## src/rtl/i2c_req_arbiter.sv

```systemverilog
// Round-robin arbiter sharing one I2C master command port between NREQ requesters.
// Latches the winner's command, holds newd for the master, then waits for done or timeout.
module i2c_req_arbiter #(
  parameter int unsigned NREQ      = 4,
  parameter int unsigned NEWD_HOLD = 48,
  parameter int unsigned TIMEOUT   = 4096
) (
  input  logic              clk,
  input  logic              rst,
  input  logic [NREQ-1:0]   req,
  input  logic [NREQ-1:0]   req_wr,
  input  logic [NREQ*7-1:0] req_addr,
  input  logic [NREQ*8-1:0] req_wdata,
  output logic [NREQ-1:0]   gnt,
  output logic [NREQ-1:0]   rsp_done,
  output logic              rsp_err,
  output logic [7:0]        rsp_rdata,
  output logic              busy,
  output logic              m_newd,
  output logic              m_wr,
  output logic [6:0]        m_addr,
  output logic [7:0]        m_wdata,
  input  logic [7:0]        m_rdata,
  input  logic              m_done
);

  localparam int unsigned IW = $clog2(NREQ);
  localparam int unsigned HW = $clog2(NEWD_HOLD);
  localparam int unsigned TW = $clog2(TIMEOUT);

  localparam logic [IW-1:0] LAST_RST  = IW'(NREQ - 1);
  localparam logic [HW-1:0] HOLD_LAST = HW'(NEWD_HOLD - 1);
  localparam logic [TW-1:0] TO_LAST   = TW'(TIMEOUT - 1);

  typedef enum logic [1:0] {
    S_IDLE,
    S_ISSUE,
    S_WAIT,
    S_COMPLETE
  } state_t;

  state_t        state;
  state_t        state_nxt;
  logic [IW-1:0] last_gnt;
  logic [HW-1:0] hold_cnt;
  logic [TW-1:0] to_cnt;
  logic          done_q;
  logic          done_rise;

  logic          sel_valid;
  logic [IW-1:0] sel_idx;
  logic [IW:0]   cand;
  logic          sel_wr;
  logic [6:0]    sel_addr;
  logic [7:0]    sel_wdata;

  // Only a fresh rising edge counts; a level left over from the previous
  // transaction is absorbed into done_q while ISSUE is running.
  assign done_rise = m_done & ~done_q;

  // Search from last_gnt+1 upward with wrap; first set bit wins.
  always_comb begin
    sel_valid = 1'b0;
    sel_idx   = '0;
    cand      = '0;
    for (int unsigned i = 1; i <= NREQ; i++) begin
      cand = {1'b0, last_gnt} + (IW+1)'(i);
      if (cand >= (IW+1)'(NREQ)) begin
        cand = cand - (IW+1)'(NREQ);
      end
      if (!sel_valid && req[cand[IW-1:0]]) begin
        sel_valid = 1'b1;
        sel_idx   = cand[IW-1:0];
      end
    end
  end

  always_comb begin
    sel_wr    = 1'b0;
    sel_addr  = '0;
    sel_wdata = '0;
    for (int unsigned k = 0; k < NREQ; k++) begin
      if (sel_idx == IW'(k)) begin
        sel_wr    = req_wr[k];
        sel_addr  = req_addr[7*k +: 7];
        sel_wdata = req_wdata[8*k +: 8];
      end
    end
  end

  always_ff @(posedge clk or negedge rst) begin
    if (!rst) begin
      state <= S_IDLE;
    end else begin
      state <= state_nxt;
    end
  end

  always_comb begin
    state_nxt = state;
    case (state)
      S_IDLE:     if (sel_valid) state_nxt = S_ISSUE;
      S_ISSUE:    if (hold_cnt == HOLD_LAST) state_nxt = S_WAIT;
      S_WAIT:     if (done_rise || (to_cnt == TO_LAST)) state_nxt = S_COMPLETE;
      S_COMPLETE: state_nxt = S_IDLE;
      default:    state_nxt = S_IDLE;
    endcase
  end

  always_comb begin
    busy = (state != S_IDLE);
  end

  always_ff @(posedge clk or negedge rst) begin
    if (!rst) begin
      gnt       <= '0;
      rsp_done  <= '0;
      rsp_err   <= 1'b0;
      rsp_rdata <= '0;
      m_newd    <= 1'b0;
      m_wr      <= 1'b0;
      m_addr    <= '0;
      m_wdata   <= '0;
      last_gnt  <= LAST_RST;
      hold_cnt  <= '0;
      to_cnt    <= '0;
      done_q    <= 1'b0;
    end else begin
      done_q <= m_done;
      case (state)
        S_IDLE: begin
          if (sel_valid) begin
            gnt      <= NREQ'(1) << sel_idx;
            last_gnt <= sel_idx;
            m_wr     <= sel_wr;
            m_addr   <= sel_addr;
            m_wdata  <= sel_wdata;
            hold_cnt <= '0;
            to_cnt   <= '0;
            m_newd   <= 1'b1;
          end
        end
        S_ISSUE: begin
          hold_cnt <= hold_cnt + HW'(1);
          to_cnt   <= to_cnt + TW'(1);
          if (hold_cnt == HOLD_LAST) begin
            m_newd <= 1'b0;
          end
        end
        S_WAIT: begin
          to_cnt <= to_cnt + TW'(1);
          if (done_rise) begin
            rsp_done  <= gnt;
            rsp_err   <= 1'b0;
            rsp_rdata <= m_rdata;
          end else if (to_cnt == TO_LAST) begin
            rsp_done  <= gnt;
            rsp_err   <= 1'b1;
            rsp_rdata <= '0;
          end
        end
        S_COMPLETE: begin
          gnt      <= '0;
          rsp_done <= '0;
          rsp_err  <= 1'b0;
        end
        default: ;
      endcase
    end
  end

endmodule
```

## config.mk

```make
export PLATFORM = sky130hd
export DESIGN_NAME = i2c_req_arbiter
export DESIGN_NICKNAME = d
export VERILOG_FILES = /design/src/rtl/i2c_req_arbiter.sv
export SDC_FILE = /design/constraint.sdc
export NUM_CORES = 1
export LEC_CHECK = 0
export CAP_MARGIN = 20
export CORE_MARGIN = 5
export CORE_UTILIZATION = 45
export DETAILED_ROUTE_END_ITERATION = 16
export PLACE_DENSITY_LB_ADDON = 0.2
export SLEW_MARGIN = 20
export SYNTH_ARGS = -nofsm -noshare
export SYNTH_HDL_FRONTEND = slang
export SYNTH_SLANG_ARGS = --single-unit
```

## constraint.sdc

```tcl
create_clock -name clk -period 2.45 [get_ports clk]
set_input_delay 0.49 -clock clk [delete_from_list [all_inputs] [get_ports clk]]
set_output_delay 0.49 -clock clk [all_outputs]
set_load 0.05 [all_outputs]
```

* Yosys cells after proc, flatten, opt, wreduce, memory -nomap -nowiden
Cells that the tools add are included.
** Operators by class
- Equal/unequal tests :: 12
- Multiplexer cells :: 53
- Reductions and logical operators :: 24
- Bitwise gates (word level) :: 2
- Order comparisons :: 8
- Shift operators :: 1
- $add $sub $neg :: 10
** Operator list (number)
- 2-to-1 mux 8 bit :: 6
- 2-to-1 mux 7 bit :: 4
- case mux 12 bit (2 select lines) :: 1
- 2-to-1 mux 2 bit :: 11
- 2-to-1 mux 1 bit :: 16
- case mux 4 bit (2 select lines) :: 2
- adder 12 x 1 -> 12 bit (second input constant) :: 1
- == test 12 bit (second input constant) :: 1
- >= comparator 3 bit (second input constant) :: 4
- less-than comparator 2 x 3 -> 1 bit (second input constant) :: 4
- 2-to-1 mux 12 bit :: 1
- 2-to-1 mux 4 bit :: 3
- case mux 6 bit (2 select lines) :: 1
- AND reduction 2 bit :: 6
- nonzero test 2 bit :: 6
- binary-select mux 1 bit (select 2 bit) :: 4
- == test 2 bit (second input constant) :: 4
- case mux 2 bit (4 select lines) :: 1
- subtractor 2 x 1 -> 2 bit (second input constant) :: 4
- adder 2 x 2 -> 3 bit (second input constant) :: 2
- adder 6 x 1 -> 6 bit (second input constant) :: 1
- == test 6 bit (second input constant) :: 1
- 2-to-1 mux 6 bit :: 1
- inequality test 2 bit (second input constant) :: 3
- other kinds (14) :: 22
** Word-level totals
- Input port bits :: 79
- Logic and storage cells :: 123
- Register bits :: 57
- Output and inout port bits :: 35

* Depth between registers and ports, before layout
- Depth in word-level cells :: 20
- Depth in mapped cells :: 8
- Depth with buffers taken out :: 7

* Least setup slack after synthesis
OpenSTA, ideal clock, no wires.
- Path kind :: flip-flop to flip-flop
- Start point :: reg state[0]
- End point :: reg m_addr[1]
- Period minus slack after synthesis :: 2.024 ns
- Arrival :: 1.943 ns
- Setup slack :: 0.426 ns
- Cell stages (with the launch flop) :: 9
- Cell sequence :: dfrtp_1 > inv_1 > ha_1 > inv_2 > nor2_2 > clkbuf_1 > nand3_1 > mux2_2 > o211ai_2
** Between the ends
- Longest elaborated chain between the ends :: 2
** RTL lines
- from (decl) :: line 42 : state_t state;
- from (signal assigned) :: line 95 : state <= state_nxt;
- zero test 2 bit :: line 130 : case (state)
- AND reduction 2 bit (no source line)
- to (signal assigned) :: line 136 : m_addr <= sel_addr;
- to (decl) :: line 21 : output logic [6:0] m_addr,
No other way between the ends.
A chain may end at the register's enable or synchronous reset.

* Final worst setup path
- Start point :: reg state[0]
- End point :: out busy
** Between the ends
- Longest elaborated chain between the ends :: 1
** RTL lines
- nonzero test 2 bit :: line 111 : busy = (state != S_IDLE);
- to (decl) :: line 18 : output logic busy,
No other way between the ends.

==> out/results.ini <==
[clocking]
root_buffer = clkbuf_8
cts_buffer_depth = 2
cts_sinks = 57
clk_pin_slew_ns = 0.07
post_cts_buffers = 0
htreeDepth = 3
numCtsBuffers = 9
hold_buffers = 0
postCtsResizedCells = 0
insertion_delay_ns = 0.33
cts_tree = yes

[logic_synthesis]
synth_top_flop_cell = dfrtp_1
ys_seq_area_share_pct = 41.57
ys_ff_latch = 57
synth_cells = 347
synth_common_cells = dfrtp_1, nand2_1, nand3_1
syn-num-nets = 433
ys_warn_count = 0
syn_area_mm2 = 0.003437
synth_largest_area_cell = dfrtp_1
yosysTopAreaCellShare_pct = 40.04
yosysUniqueCellTypes = 59
synth_edf_count = 0
synth_area_per_cell_um2 = 9.905
synth-async-reset-ratio_pct = 100.0
synth_area_leaders = dfrtp_1, mux2i_1, nand3_1
yosysMostFrequentCell = dfrtp_1

[detailed_routing]
drt-total-wl_um = 9266
viasPerCell = 5.387
drc_errors = 0
vias = 3103
drtIter0Drc = 147
wl_per_cell_um = 16.09
first_pass_iters = 6
ant_nets = 0

[floorplan]
dieArea_mm2 = 0.009486
num_rows = 31
core-area_mm2 = 0.007331
ios = 114
die_w_um = 97.40
dieHeight_um = 97.40
initial_utilization_pct = 46.89

[final_layout]
fillCellCount = 579
drive_gt1_share_pct = 16.77
syn2layout_area_growth_pct = 44.34
nNetsFinal = 558
final_cell_area_mm2 = 0.004961
final_cell_count_no_fill = 576
antenna_cells = 0
ff_latch_area_mm2 = 0.001429
multi_input_area_mm2 = 0.001821

[place]
place_hpwl_um = 7055
place_ws_ns = -0.02768
dpl.cell_count = 560
placed_area_mm2 = 0.004788
portBuffers = 113
finalWeightedCongestion = 0.8437

[power_and_ir_drop]
p_per_area_mw_per_mm2 = 1205
ir_worst_vdd_v = 0.0008757
total_power_mw = 5.980
p_leak_nw = 2.088

[worst_setup_path]
cp_max_fo = 13
r2r_end = state[1]
reg2reg_depth = 6
rrSetupSlack_ns = 0.42
r2r-start = to_cnt[0]
arrival_ns = 1.72
crit_type = register to output port
required_ns = 1.96
cp-end-kind = output port
startpoint_type = register

[timing]
relSlewSlack_pct = 61.94
finalCritPeriodShare_pct = 90.28
finalClockSkew_ns = 0.01182
slew_viol_final = 0
timing_worst_slew_pin_value_ns = 0.5666
fin_ws_ns = 0.2382
whs_ns = 0.1362
setup_viol = 0
timing.final.crit_period_ns = 2.212
grt_setup_unrepaired = no
fmaxAchievable_mhz = 452.1
hold_violations = 0

[global_routing]
grt_antenna_before_repair = 0
grt_pass1_wl_um = 15840
grt_pass1_vias = 3256
grt-ovfl-total = 0
grt_max_degree = 37
grtUsageTotal_pct = 20.25

[run]
maxCapViolations = 0

[min_path]
hp-class = primary input to async pin

[status]
outcome = complete, no violations

[area by class of cell]
class	count	area share, %
Multi-Input combinational cell	261	36.70
Sequential cell	57	28.80
Timing Repair Buffer	134	27.84
Clock buffer	11	2.850
Tap cell	99	2.497
Inverter	9	0.6810
Clock inverter	5	0.6305
[flip-flops by register name, summed over array words and instances (netlist names)]
signal and cells:
last_gnt 2, state 2, hold_cnt 6, to_cnt 12, m_addr 7, m_newd 1
m_wdata 8, rsp_done 4, gnt 4, rsp_err 1, rsp_rdata 8, done_q 1
m_wr 1
[layout by cell type (no fill, tap or decap), drive strengths merged, types with 3 or more instances in the layout]
cell,n
a21o,3
a21oi,10
a22o,11
a32oi,3
buf,23
clkbuf,11
clkdlybuf4s50,111
clkinv,4
dfrtp,55
ha,7
inv,9
mux2,16
mux2i,20
nand2,42
nand3,40
nand4,3
nor2,20
nor3,6
o211ai,16
o21ai,26
xnor2,3
xor2,7
[power breakdown]
group          switching, mW  internal, mW
clock                  0.383         0.391
sequential             0.267          1.30
combinational           2.17          1.47
total                   2.82          3.16
[through the flow]
| step | setup TNS [ns] | utilization, % |
|---|---|---|
| final | 0 | 67.67 |
| after global routing | 0 | 67.67 |
| after CTS | 0 | 67.67 |
| after detailed placement | -0.02768 | 65.32 |
| after global placement | 0 | 65.32 |
| after floorplan | 0 | - |
[cells by family (layout without fill, tap and decap cells)]
family                     after synthesis  in the layout  share of synthesized area [%]
AOI/OAI and AO/OA                       82             82                          18.31
buffers and inverters                   29            159                          5.461
adders and majority gates                7              7                          2.548
and+or+nand+nor                        126            126                          18.49
xor gates and xnor gates                10             10                          2.548
DFF                                     57             57                          41.57
muxes                                   36             36                          11.07
[per-layer routing]
metal  GRT usage [%]  up-vias  part of all wire (%)
li1                -     1519                     -
met1           25.15     1474                    43
met2           34.37      102                    50
met3           5.384        8                   6.1
met4           6.177        0                  0.98
met5               0        -                     0
[worst max-delay path by stage]
stage            endpoint      from  slack (ns)
5_1_grt              busy  state[0]        0.16
2_1_floorplan   m_addr[1]  state[0]        0.43
3_5_place_dp   m_wdata[5]    req[3]       -0.03
4_1_cts              busy  state[0]        0.23
6_report             busy  state[0]        0.24
3_3_place_gp    m_addr[5]    req[3]        0.06
[critical path: stages, from the launching register on]
cell	delay (ns)
dfrtp_1	0.40
inv_1	0.10
ha_1	0.22
buf_4	0.19
inv_2	0.14
buf_4	0.19
buf_12	0.14
No activity file was read; power rests on OpenSTA's default activity.
==> RTL change: new RTL, same flow settings <==
Re-encode `state_t` (4 states) as one-hot, 4 bits wide.
--- a/src/rtl/i2c_req_arbiter.sv
+++ b/src/rtl/i2c_req_arbiter.sv
@@ -32,11 +32,11 @@
   localparam logic [HW-1:0] HOLD_LAST = HW'(NEWD_HOLD - 1);
   localparam logic [TW-1:0] TO_LAST   = TW'(TIMEOUT - 1);
 
-  typedef enum logic [1:0] {
-    S_IDLE,
-    S_ISSUE,
-    S_WAIT,
-    S_COMPLETE
+  typedef enum logic [3:0] {
+    S_IDLE     = 4'b0001,
+    S_ISSUE    = 4'b0010,
+    S_WAIT     = 4'b0100,
+    S_COMPLETE = 4'b1000
   } state_t;
 
   state_t        state;
Check against the original RTL: same outputs for any inputs over 10 cycles, from zero or initial values and one cycle with rst low; not proved beyond that.
==> RTL change against the unedited design <==
  * Sequential cell count rose by 2
  * Critical path depth is the same
  * Maximum frequency fell by 0.20%
  * Area after synthesis decreased by 9.0%
  * Total power shrank 15%
  * Routed wire length is 8.5% lower
  * Worst setup slack worse by 0.0044 ns
  * Worst hold slack gained 0.056 ns
  * First-iteration DRC count fell by 39%
  * Non-clock buffer count is 3 higher
  * Cell area is 4.6% lower
  * Critical endpoint is now gnt[3]
  * Largest cell class is now sequential cells
==> RTL change: results (changes against the unedited design) <==
[global_routing]
grt_pass1_vias = 2926  ; -10%
track_usage = 0.2011  ; -0.001374
grt_pass1_wl_um = 13830  ; -13%

[finish]
layout-drive-gt1-share = 0.1354  ; -0.03227
nets = 519  ; -7.0%
fillers = 554  ; -4.3%
finalNonFillerCells = 539  ; -6.4%

[critical_path]
path_max_fanout = 16  ; +3
slowest_delay_ns = 0.50  ; +0.10 ns
ff2ff_setup_slack_ns = 0.26  ; -0.16 ns
crit_slowest_cell = or4_4
endpoint_kind = register
critPathTopFamily = simple AND/OR/NAND/NOR gates
reg2reg_from = state[0]
cp_data_arrival_time_ns = 2.49  ; +0.77 ns
r2r_end = m_wdata[7]

[detailed_routing]
m1WireLength_um = 3510  ; -12%
viasPerCell = 5.288  ; -1.8%
drt_pre_antenna_iters = 4  ; -2
wl_met3_um = 646  ; +15%
initialDrtViolationCount = 90  ; -39%
wl_per_cell_um = 15.73  ; -2.2%
wl_met2_um = 4146  ; -10%

[yosys]
yosysUniqueCellTypes = 45  ; -24%
synth_common_cells = dfrtp_1 (56), a211oi_1 (30), nor2_1 (27)
syn-num-nets = 388  ; -10%
synth_top_area_frac = 0.4480  ; +0.04756

[pwr]
peakVddDrop_v = 0.0006771  ; -23%
leakagePower_nw = 2.035  ; -2.6%

[outcome]
status = complete, no violations

[place]
dp_cells = 523  ; -6.6%

[sta]
worst_slew_pin_slew_ns = 0.6953  ; +0.1287 ns

==> RTL change: power by group <==
group	internal (mW)	switching (mW)	total (mW)
clock	0.835	0.386	1.22
combinational	0.993	1.46	2.45
sequential	1.23	0.190	1.41
==> RTL change: final cells by class <==
type / count / area [um2] / share of cell area
flip-flops and latches: 59 / 1480 / 0.3126
multi-input cells: 216 / 1474 / 0.3113
repair buffers: 137 / 1329 / 0.2807
clock buffers: 12 / 155.1 / 0.03277
clock inverters: 4 / 120.1 / 0.02537
well taps: 96 / 120.1 / 0.02537
inverters: 15 / 56.30 / 0.01189
==> RTL change: cells by family after synthesis <==
kind of cell | Yosys count | share of synthesized area
flops | 59 | 0.4732
simple gates | 103 | 0.1704
mux | 27 | 0.09040
buf+inv | 32 | 0.05560
xor+xnor | 9 | 0.02520
fa+ha+maj | 2 | 0.007999
compound gates | 75 | 0.1772
==> RTL change: per-layer routing <==
metal	vias to the layer above	global-route usage
met5	-	0
met4	0	0.08181
met3	18	0.05712
met2	114	0.3270
met1	1331	0.2513
li1	1387	-
==> RTL change: how the worst max path moves through the flow <==
stage          startpoint         end  slack, ns  depth (start not counted)
2_1_floorplan      req[1]   m_addr[3]       0.50                          7
3_3_place_gp       req[3]      gnt[3]      -0.03                          6
3_5_place_dp       req[3]  m_wdata[2]      -0.11                          6
4_1_cts            req[3]  m_wdata[2]       0.27                          6
5_1_grt          state[0]   m_addr[4]       0.09                          6
6_report           req[3]      gnt[3]       0.23                          6
==> RTL change: worst register-to-register path, stage by stage (launching register included) <==
cell and delay (ns):
dfstp_2 0.56, nor4b_2 0.20, buf_4 0.18, and2_1 0.46, nand2b_2 0.29, a211oi_1 0.29
a211oi_1 0.08
==> RTL change: through the flow <==
stage	hold slack [ns]	util	setup slack, ns	area, um2
after global routing	0.2401	0.6969	0.09113	4735
final	0.1921	0.6969	0.2338	4735
after floorplan	0.1944	-	0.5040	3128
after detailed placement	0.4634	0.6564	-0.1107	4459
after CTS	0.1995	0.6969	0.2682	4735
after global placement	0.4580	0.6564	-0.02901	4459
